===== src/rtl/rambus_pkg.sv =====
// Shared definitions for the APB-to-RamBus bridge: default widths, the
// error read-back word and the bridge state encoding.
package rambus_pkg;

  localparam int unsigned RB_ADDR_W      = 14;
  localparam int unsigned RB_DATA_W      = 32;
  localparam int unsigned RB_TIMEOUT_CYC = 256;

  localparam logic [RB_ADDR_W-1:0] RB_ADDR_LIMIT = 14'h3FFF;
  localparam logic [RB_DATA_W-1:0] RB_ERR_DATA   = 32'hDEADBEEF;

  typedef enum logic [1:0] {
    ST_IDLE      = 2'd0,
    ST_BUS_SETUP = 2'd1,
    ST_LATCH     = 2'd2,
    ST_DONE      = 2'd3
  } bridge_state_e;

endpackage


===== src/rtl/rambus_timeout_ctr.sv =====
// Access watchdog for the bridge: counts cycles while enabled and flags the
// last cycle of a TERMINAL-cycle window. Clear has priority over enable.
module rambus_timeout_ctr #(
  parameter int unsigned TERMINAL = 256
) (
  input  logic clk,
  input  logic rst_n,
  input  logic clear_i,
  input  logic en_i,
  output logic tc_o
);

  localparam int unsigned      CNT_W = $clog2(TERMINAL + 1);
  localparam logic [CNT_W-1:0] LAST  = CNT_W'(TERMINAL - 1);

  logic [CNT_W-1:0] cnt_q;
  logic [CNT_W-1:0] cnt_d;

  // Next count: clear, advance (saturating at the terminal value) or hold.
  always_comb begin
    cnt_d = cnt_q;
    if (clear_i) begin
      cnt_d = '0;
    end else if (en_i && (cnt_q != LAST)) begin
      cnt_d = cnt_q + CNT_W'(1);
    end
  end

  // Count register.
  always_ff @(posedge clk or negedge rst_n) begin
    if (!rst_n) begin
      cnt_q <= '0;
    end else begin
      cnt_q <= cnt_d;
    end
  end

  // The enabled cycle holding LAST is the TERMINAL-th counted cycle.
  assign tc_o = en_i && (cnt_q == LAST);

endmodule


===== src/rtl/apb_rambus_bridge.sv =====
// APB3 slave to RamBus master bridge. Each APB transfer is registered in the
// setup phase, replayed on RamBus as nCs/WrnRd/Latch until Ack, and completed
// with a single-cycle PREADY. Out-of-range addresses complete immediately with
// PSLVERR and never touch RamBus.
// Build option: define RAMBUS_BRIDGE_TIMEOUT_EN to abort accesses that see no
// Ack within TIMEOUT_CYC cycles of LATCH (reported on PSLVERR).
module apb_rambus_bridge
  import rambus_pkg::*;
#(
  parameter int unsigned        ADDR_W      = RB_ADDR_W,
  parameter int unsigned        DATA_W      = RB_DATA_W,
  parameter logic [ADDR_W-1:0]  ADDR_LIMIT  = RB_ADDR_LIMIT,
  parameter int unsigned        TIMEOUT_CYC = RB_TIMEOUT_CYC,
  parameter logic [DATA_W-1:0]  ERR_DATA    = RB_ERR_DATA
) (
  input  logic              clk,
  input  logic              rst_n,
  // APB3 slave
  input  logic              PSEL,
  input  logic              PENABLE,
  input  logic              PWRITE,
  input  logic [ADDR_W-1:0] PADDR,
  input  logic [DATA_W-1:0] PWDATA,
  output logic [DATA_W-1:0] PRDATA,
  output logic              PREADY,
  output logic              PSLVERR,
  // RamBus master
  output logic [ADDR_W-1:0] RamBusAddress,
  output logic [DATA_W-1:0] RamBusDataIn,
  output logic              RamBusnCs,
  output logic              RamBusWrnRd,
  output logic              RamBusLatch,
  input  logic [DATA_W-1:0] RamBusDataOut,
  input  logic              RamBusAck
);

  // The watchdog needs at least one cycle of LATCH to count.
  if (TIMEOUT_CYC == 0) begin : g_bad_timeout
    $error("TIMEOUT_CYC must be non-zero");
  end

  bridge_state_e     state_q, state_d;
  logic [ADDR_W-1:0] addr_q, addr_d;
  logic [DATA_W-1:0] wdata_q, wdata_d;
  logic              wrnrd_q, wrnrd_d;
  logic              ncs_q, ncs_d;
  logic              latch_q, latch_d;
  logic [DATA_W-1:0] prdata_q, prdata_d;
  logic              err_q, err_d;
  logic              timeout_tc;

`ifdef RAMBUS_BRIDGE_TIMEOUT_EN
  // Cleared during BUS_SETUP so the count starts at zero on LATCH entry.
  rambus_timeout_ctr #(
    .TERMINAL (TIMEOUT_CYC)
  ) u_timeout_ctr (
    .clk     (clk),
    .rst_n   (rst_n),
    .clear_i (state_q == ST_BUS_SETUP),
    .en_i    (state_q == ST_LATCH),
    .tc_o    (timeout_tc)
  );
`else
  assign timeout_tc = 1'b0;
`endif

  // Next-state and next-register logic for the transfer sequencer.
  always_comb begin
    // NOTE: every signal gets a hold/default value before the case so no
    // path through this block leaves one unassigned, which would infer a latch.
    state_d  = state_q;
    addr_d   = addr_q;
    wdata_d  = wdata_q;
    wrnrd_d  = wrnrd_q;
    ncs_d    = ncs_q;
    latch_d  = latch_q;
    prdata_d = prdata_q;
    err_d    = err_q;

    unique case (state_q)
      ST_IDLE: begin
        if (PSEL && !PENABLE) begin
          addr_d  = PADDR;
          wdata_d = PWDATA;
          wrnrd_d = PWRITE;
          if (PADDR <= ADDR_LIMIT) begin
            ncs_d   = 1'b1;
            state_d = ST_BUS_SETUP;
          end else begin
            err_d = 1'b1;
            if (!PWRITE) prdata_d = ERR_DATA;
            state_d = ST_DONE;
          end
        end
      end

      ST_BUS_SETUP: begin
        latch_d = 1'b1;
        state_d = ST_LATCH;
      end

      ST_LATCH: begin
        // Ack wins over a simultaneous timeout.
        if (RamBusAck) begin
          if (!wrnrd_q) prdata_d = RamBusDataOut;
          ncs_d   = 1'b0;
          latch_d = 1'b0;
          state_d = ST_DONE;
        end else if (timeout_tc) begin
          if (!wrnrd_q) prdata_d = ERR_DATA;
          err_d   = 1'b1;
          ncs_d   = 1'b0;
          latch_d = 1'b0;
          state_d = ST_DONE;
        end
      end

      ST_DONE: begin
        err_d   = 1'b0;
        state_d = ST_IDLE;
      end

      default: state_d = ST_IDLE;
    endcase
  end

  // State and datapath registers; reset returns to IDLE with RamBus idle.
  always_ff @(posedge clk or negedge rst_n) begin
    if (!rst_n) begin
      state_q  <= ST_IDLE;
      addr_q   <= '0;
      wdata_q  <= '0;
      wrnrd_q  <= 1'b0;
      ncs_q    <= 1'b0;
      latch_q  <= 1'b0;
      prdata_q <= '0;
      err_q    <= 1'b0;
    end else begin
      // NOTE: non-blocking assignments so every register samples the
      // pre-edge values, independent of statement order.
      state_q  <= state_d;
      addr_q   <= addr_d;
      wdata_q  <= wdata_d;
      wrnrd_q  <= wrnrd_d;
      ncs_q    <= ncs_d;
      latch_q  <= latch_d;
      prdata_q <= prdata_d;
      err_q    <= err_d;
    end
  end

  assign PREADY        = (state_q == ST_DONE);
  assign PSLVERR       = (state_q == ST_DONE) && err_q;
  assign PRDATA        = prdata_q;
  assign RamBusAddress = addr_q;
  assign RamBusDataIn  = wdata_q;
  assign RamBusWrnRd   = wrnrd_q;
  assign RamBusnCs     = ncs_q;
  assign RamBusLatch   = latch_q;

endmodule


===== config.mk =====
export PLATFORM = sky130hd
export DESIGN_NAME = apb_rambus_bridge
export DESIGN_NICKNAME = d
export VERILOG_FILES = /design/src/rtl/rambus_pkg.sv /design/src/rtl/rambus_timeout_ctr.sv /design/src/rtl/apb_rambus_bridge.sv
export SDC_FILE = /design/constraint.sdc
export NUM_CORES = 1
export LEC_CHECK = 0
export ABC_AREA = 1
export CORE_AREA = 3 3 96 98
export CTS_CLUSTER_DIAMETER = 80
export DETAILED_ROUTE_END_ITERATION = 8
export DIE_AREA = 0 0 99 101
export PLACE_DENSITY = 0.78
export SLEW_MARGIN = 15
export SYNTH_ARGS = -nofsm -noshare
export SYNTH_HDL_FRONTEND = slang
export SYNTH_SLANG_ARGS = --single-unit

===== constraint.sdc =====
create_clock -name clk -period 1.9 [get_ports clk]
set_clock_uncertainty 0.1 [all_clocks]
set_input_delay 0.38 -clock clk [delete_from_list [all_inputs] [get_ports clk]]
set_output_delay 0.38 -clock clk [all_outputs]
set_load 0.01 [all_outputs]

* Word level (Yosys, flattened, before mapping)
Cells that the tools add are included.
** Cells by class
- Order comparisons :: 1
- Eq/ne operators :: 9
- Multiplexer cells :: 18
- Reductions and logical operators :: 13
** Operator list (count)
- $mux 32 :: 5
- $pmux 32 s2 :: 1
- $le 14x14->1 const B :: 1
- $ne 2x2->1 const B :: 6
- $pmux 2 s4 :: 1
- $mux 2 :: 3
- $pmux 1 s2 :: 3
- $reduce_and 2->1 :: 3
- $reduce_and 6->1 :: 1
- $reduce_bool 2->1 :: 3
- $mux 1 :: 5
- $eq 2x2->1 const B :: 2
- $reduce_and 4->1 :: 1
- $reduce_and 3->1 :: 1
- $eq 2x1->1 const B :: 1
- $logic_and 1x1->1 :: 2
- $logic_not 2->1 :: 1
- $logic_not 1->1 :: 1
** Storage, ports and cells
- Bits in registers :: 84
- Bits of input ports :: 84
- Output and inout bits :: 83
- Word-level logic and storage cells :: 49

* Depth between registers and ports, before layout
- Word-level depth :: 4
- Depth in mapped cells :: 8
- Mapped depth without buffers :: 7

* Least setup slack after synthesis
OpenSTA, ideal clock, no wires.
- Path kind :: reg-to-reg
- Start point :: register state_q[0]
- End point :: register addr_q[0] (netlist: RamBusAddress[0])
- Library setup time :: 117 ps
- Arrival time :: 1215 ps
- Data required time :: 1683 ps
- Path slack :: 468 ps
- Stages on the path, launching flop included :: 9
- Buffers on the path :: 1
- Period minus slack after synthesis :: 1432 ps
- Cell sequence :: dfrtp_1 -> inv_1 -> ha_1 -> inv_2 -> nor2_4 -> inv_2 -> buf_2 -> nand2_1 -> nand2_1
** On the way
- Word-level cells in the longest chain between the ends :: 2
** RTL lines
- from (decl) :: line apb_rambus_bridge.sv:42 : bridge_state_e state_q, state_d;
- from (signal assigned) :: line apb_rambus_bridge.sv:141 : state_q <= state_d;
- $logic_not 2->1 :: line apb_rambus_bridge.sv:80 : unique case (state_q)
- $reduce_and 2->1 (no line)
- to (signal assigned) :: line apb_rambus_bridge.sv:142 : addr_q <= addr_d;
- to (decl) :: line apb_rambus_bridge.sv:43 : logic [ADDR_W-1:0] addr_q, addr_d;
No other way between the ends.
A chain may end at the register's enable or synchronous reset.

* Final worst setup path
- Start point :: register state_q[0]
- End point :: output PSLVERR
** On the way
- Word-level cells in the longest chain between the ends :: 2
** RTL lines
- $eq 2x2->1 :: line apb_rambus_bridge.sv:153 : assign PSLVERR = (state_q == ST_DONE) && err_q;
- $logic_and 1x1->1 :: line apb_rambus_bridge.sv:153
- to (decl) :: line apb_rambus_bridge.sv:26 : output logic PSLVERR,
No other way between the ends.

==> metrics <==
worst slew pin tran 0.461 ns; Nets 635; drt total wl 8860 um; Tmin final 1.78 ns; Layout area overhead 60.8%; Setup violations, final 0; RR Endpoint RamBusnCs$_DFFE_PN0P_; outcome finished clean; I/O pins 167; synthesized instance count 375; Die Wd 99 um; FF-to-FF setup slack 0.20 ns; WHS Path Cells 2; Die ar. 10000 um2; vias in the first global route 2991; DP HPWL 6480 um; pre-CTS worst setup slack 0.153 ns; worst relative slew slack 0.692; Syn. warnings 0; RePlAce Congestion 0.780; most common cell in the synthesized netlist nand2_1; Worst Setup End Kind primary output; remaining antenna violation count after routing 0; Mean Syn Cell Area 8.94 um2; clock root cell clkbuf_8; CP Launch Type flip-flop; WHS Endpoint RamBusAddress[11]$_DFFE_PN0P_; placed cell areas 5160 um2; hold path startpoint RamBusAddress[11]$_DFFE_PN0P_; top cells by area, synth dfrtp_1, nand2_1, o21ai_1; Starting DRT DRC Count 103; initial core utilization 0.392; setup_tns 0 ns; # DRC 0; H-tree Lvls 3; syn nets 464; WP data required 1.42 ns; row cnt 34; reg2reg start state_q[0]$_DFFE_PN0P_; top_reg_cell synth dfrtp_1; synthesized flop and latch total 84; first-pass GRT wire length 14200 um; ys async rst share 1.00; Synth top area share 0.627; via count 2987; min-delay worst type reg -> reg; Worst Path Max Fanout 3; LEAKAGE 2.58 nW; total CTS buffers 9; EDFF count, synth 0; synthesized area 3350 um2; RSZ-0062 raised after global routing false; area of the core 8550 um2; layout cells sized above 1 0.0582; final hold vios 0; Remaining Overflow, GRT 0; clk sink count 84; R2R depth 8; port bufs 166; Netlist cell types 15; vias per inst 4.54; Clock transition at path regs 0.08 ns; initial antenna violation count 0; worst skew pair latency 0.33 ns; detailed-route wire length per cell 13.5 um; GRT Total Usage 0.175; largest net degree at the start of global routing 65; Crit Path Category reg -> out; top post-synthesis cells by count nand2_1, dfrtp_1, o21ai_1, nor2_1, buf_2; Max Fclk 561 MHz; VDD IR max 793 uV; register area share after synthesis 0.627; dominant cell type by area after synthesis dfrtp_1; CTS tree done; Critical Path AT 1.30 ns; Setup WS post-layout 0.118 ns; design area 5390 um2; Max Cap Viol 0; Die Y 101 um; period utilisation layout 0.938; Inserted Diodes 0; TritonRoute pass-1 iters 4; clock buffer depth 2; Cell Pwr Density 1520 nW/um2; Slew Limit Fails 0
per-stage QoR:
step / hold WS [ns] / util / std cells / power [mW]
6_report: 0.376 / 0.630 / 658 / 8.17
5_1_grt: 0.401 / 0.630 / 658 / 8.75
4_1_cts: 0.378 / 0.630 / 658 / 8.26
3_5_place_dp: 0.223 / 0.603 / 640 / 6.89
3_3_place_gp: 0.217 / 0.603 / 640 / 6.74
2_1_floorplan: -0.0156 / - / 375 / 4.60
worst max-delay path, cell delays in order (launching register included):
cell and delay [ns]:
dfrtp_1 0.39, ha_1 0.22, nand2_1 0.06, inv_1 0.03
dlygate4sd2_1 0.28
repair_timing:
| item | 4_1_cts | 5_1_grt |
|---|---|---|
| hold endpoints to repair | 24 | 0 |
| setup endpoints to repair | 2 | 16 |
| buffers inserted | 2 | 0 |
| hold buffers | 1 | 0 |
| pin swaps | 0 | 0 |
| gates resized for setup | 2 | 1 |
worst max path at each step:
stage	from	end	slack, ns	depth (start not counted)
after floorplan	state_q[0]$_DFFE_PN0P_	RamBusAddress[0]$_DFFE_PN0P_	0.47	8
after global placement	state_q[0]$_DFFE_PN0P_	RamBusnCs$_DFFE_PN0P_	0.20	7
after detailed placement	state_q[0]$_DFFE_PN0P_	RamBusnCs$_DFFE_PN0P_	0.15	7
after CTS	state_q[0]$_DFFE_PN0P_	RamBusnCs$_DFFE_PN0P_	0.04	8
after global routing	state_q[0]$_DFFE_PN0P_	PSLVERR	0.05	4
final	state_q[0]$_DFFE_PN0P_	PSLVERR	0.12	4
state kept, by name (all words and copies together) (netlist names):
| name | cells |
|---|---|
| err_q | 1 |
| RamBusLatch | 1 |
| RamBusWrnRd | 1 |
| state_q | 2 |
| RamBusnCs | 1 |
| PRDATA | 32 |
| RamBusAddress | 14 |
| RamBusDataIn | 32 |
cell families after synthesis:
kind of cell,Yosys count,share of synthesized area
adder cells (fa/ha/maj),5,0.0187
buffers and inverters,28,0.0426
AND/OR/NAND/NOR,221,0.255
AO/OA/AOI/OAI,37,0.0560
flip-flops,84,0.627
layout make-up:
class,count,area (um2)
multi-input cells,263,1110
flip-flops and latches,84,2100
repair buffers,178,1800
well taps,108,135
clock inverters,5,77.6
clock buffers,10,128
fillers,727,3160
inverters,10,37.5
cell usage in the layout, fill, tap and decap left out:
| master | netlist | layout |
|---|---|---|
| nor2_1 | 25 | 25 |
| inv_1 | 7 | 7 |
| dlygate4sd3_1 | 0 | 1 |
| a21boi_0 | 1 | 1 |
| dfrtp_1 | 84 | 84 |
| inv_2 | 3 | 3 |
| nor2_4 | 1 | 1 |
| clkbuf_8 | 0 | 9 |
| nand3_1 | 1 | 1 |
| clkbuf_1 | 0 | 1 |
| dlygate4sd2_1 | 0 | 2 |
| clkinv_2 | 0 | 2 |
| nand4_4 | 1 | 1 |
| o21ai_1 | 32 | 32 |
| nand2_1 | 193 | 193 |
| buf_4 | 1 | 8 |
| buf_12 | 0 | 4 |
| clkinvlp_4 | 0 | 1 |
| ha_2 | 0 | 1 |
| clkdlybuf4s50_1 | 0 | 163 |
| o21ai_0 | 4 | 4 |
| bufinv_16 | 0 | 2 |
| ha_1 | 5 | 4 |
report_power, final:
| group | internal, mW | total (mW) | switching (mW) | leakage (nW) |
|---|---|---|---|---|
| Clock | 0.730 | 1.33 | 0.601 | 0.102 |
| Sequential | 2.63 | 3.10 | 0.467 | 1.05 |
| Combinational | 2.06 | 3.74 | 1.68 | 1.43 |
per-layer routing:
layer | vias to the layer above | global-route usage | wire, um
li1 | 1490 | - | -
met2 | 111 | 0.289 | 4240
met3 | 13 | 0.0505 | 675
met4 | 0 | 0.0557 | 131
met1 | 1373 | 0.223 | 3820
met5 | - | 0 | 0
Power figures use the tool's default switching activity.
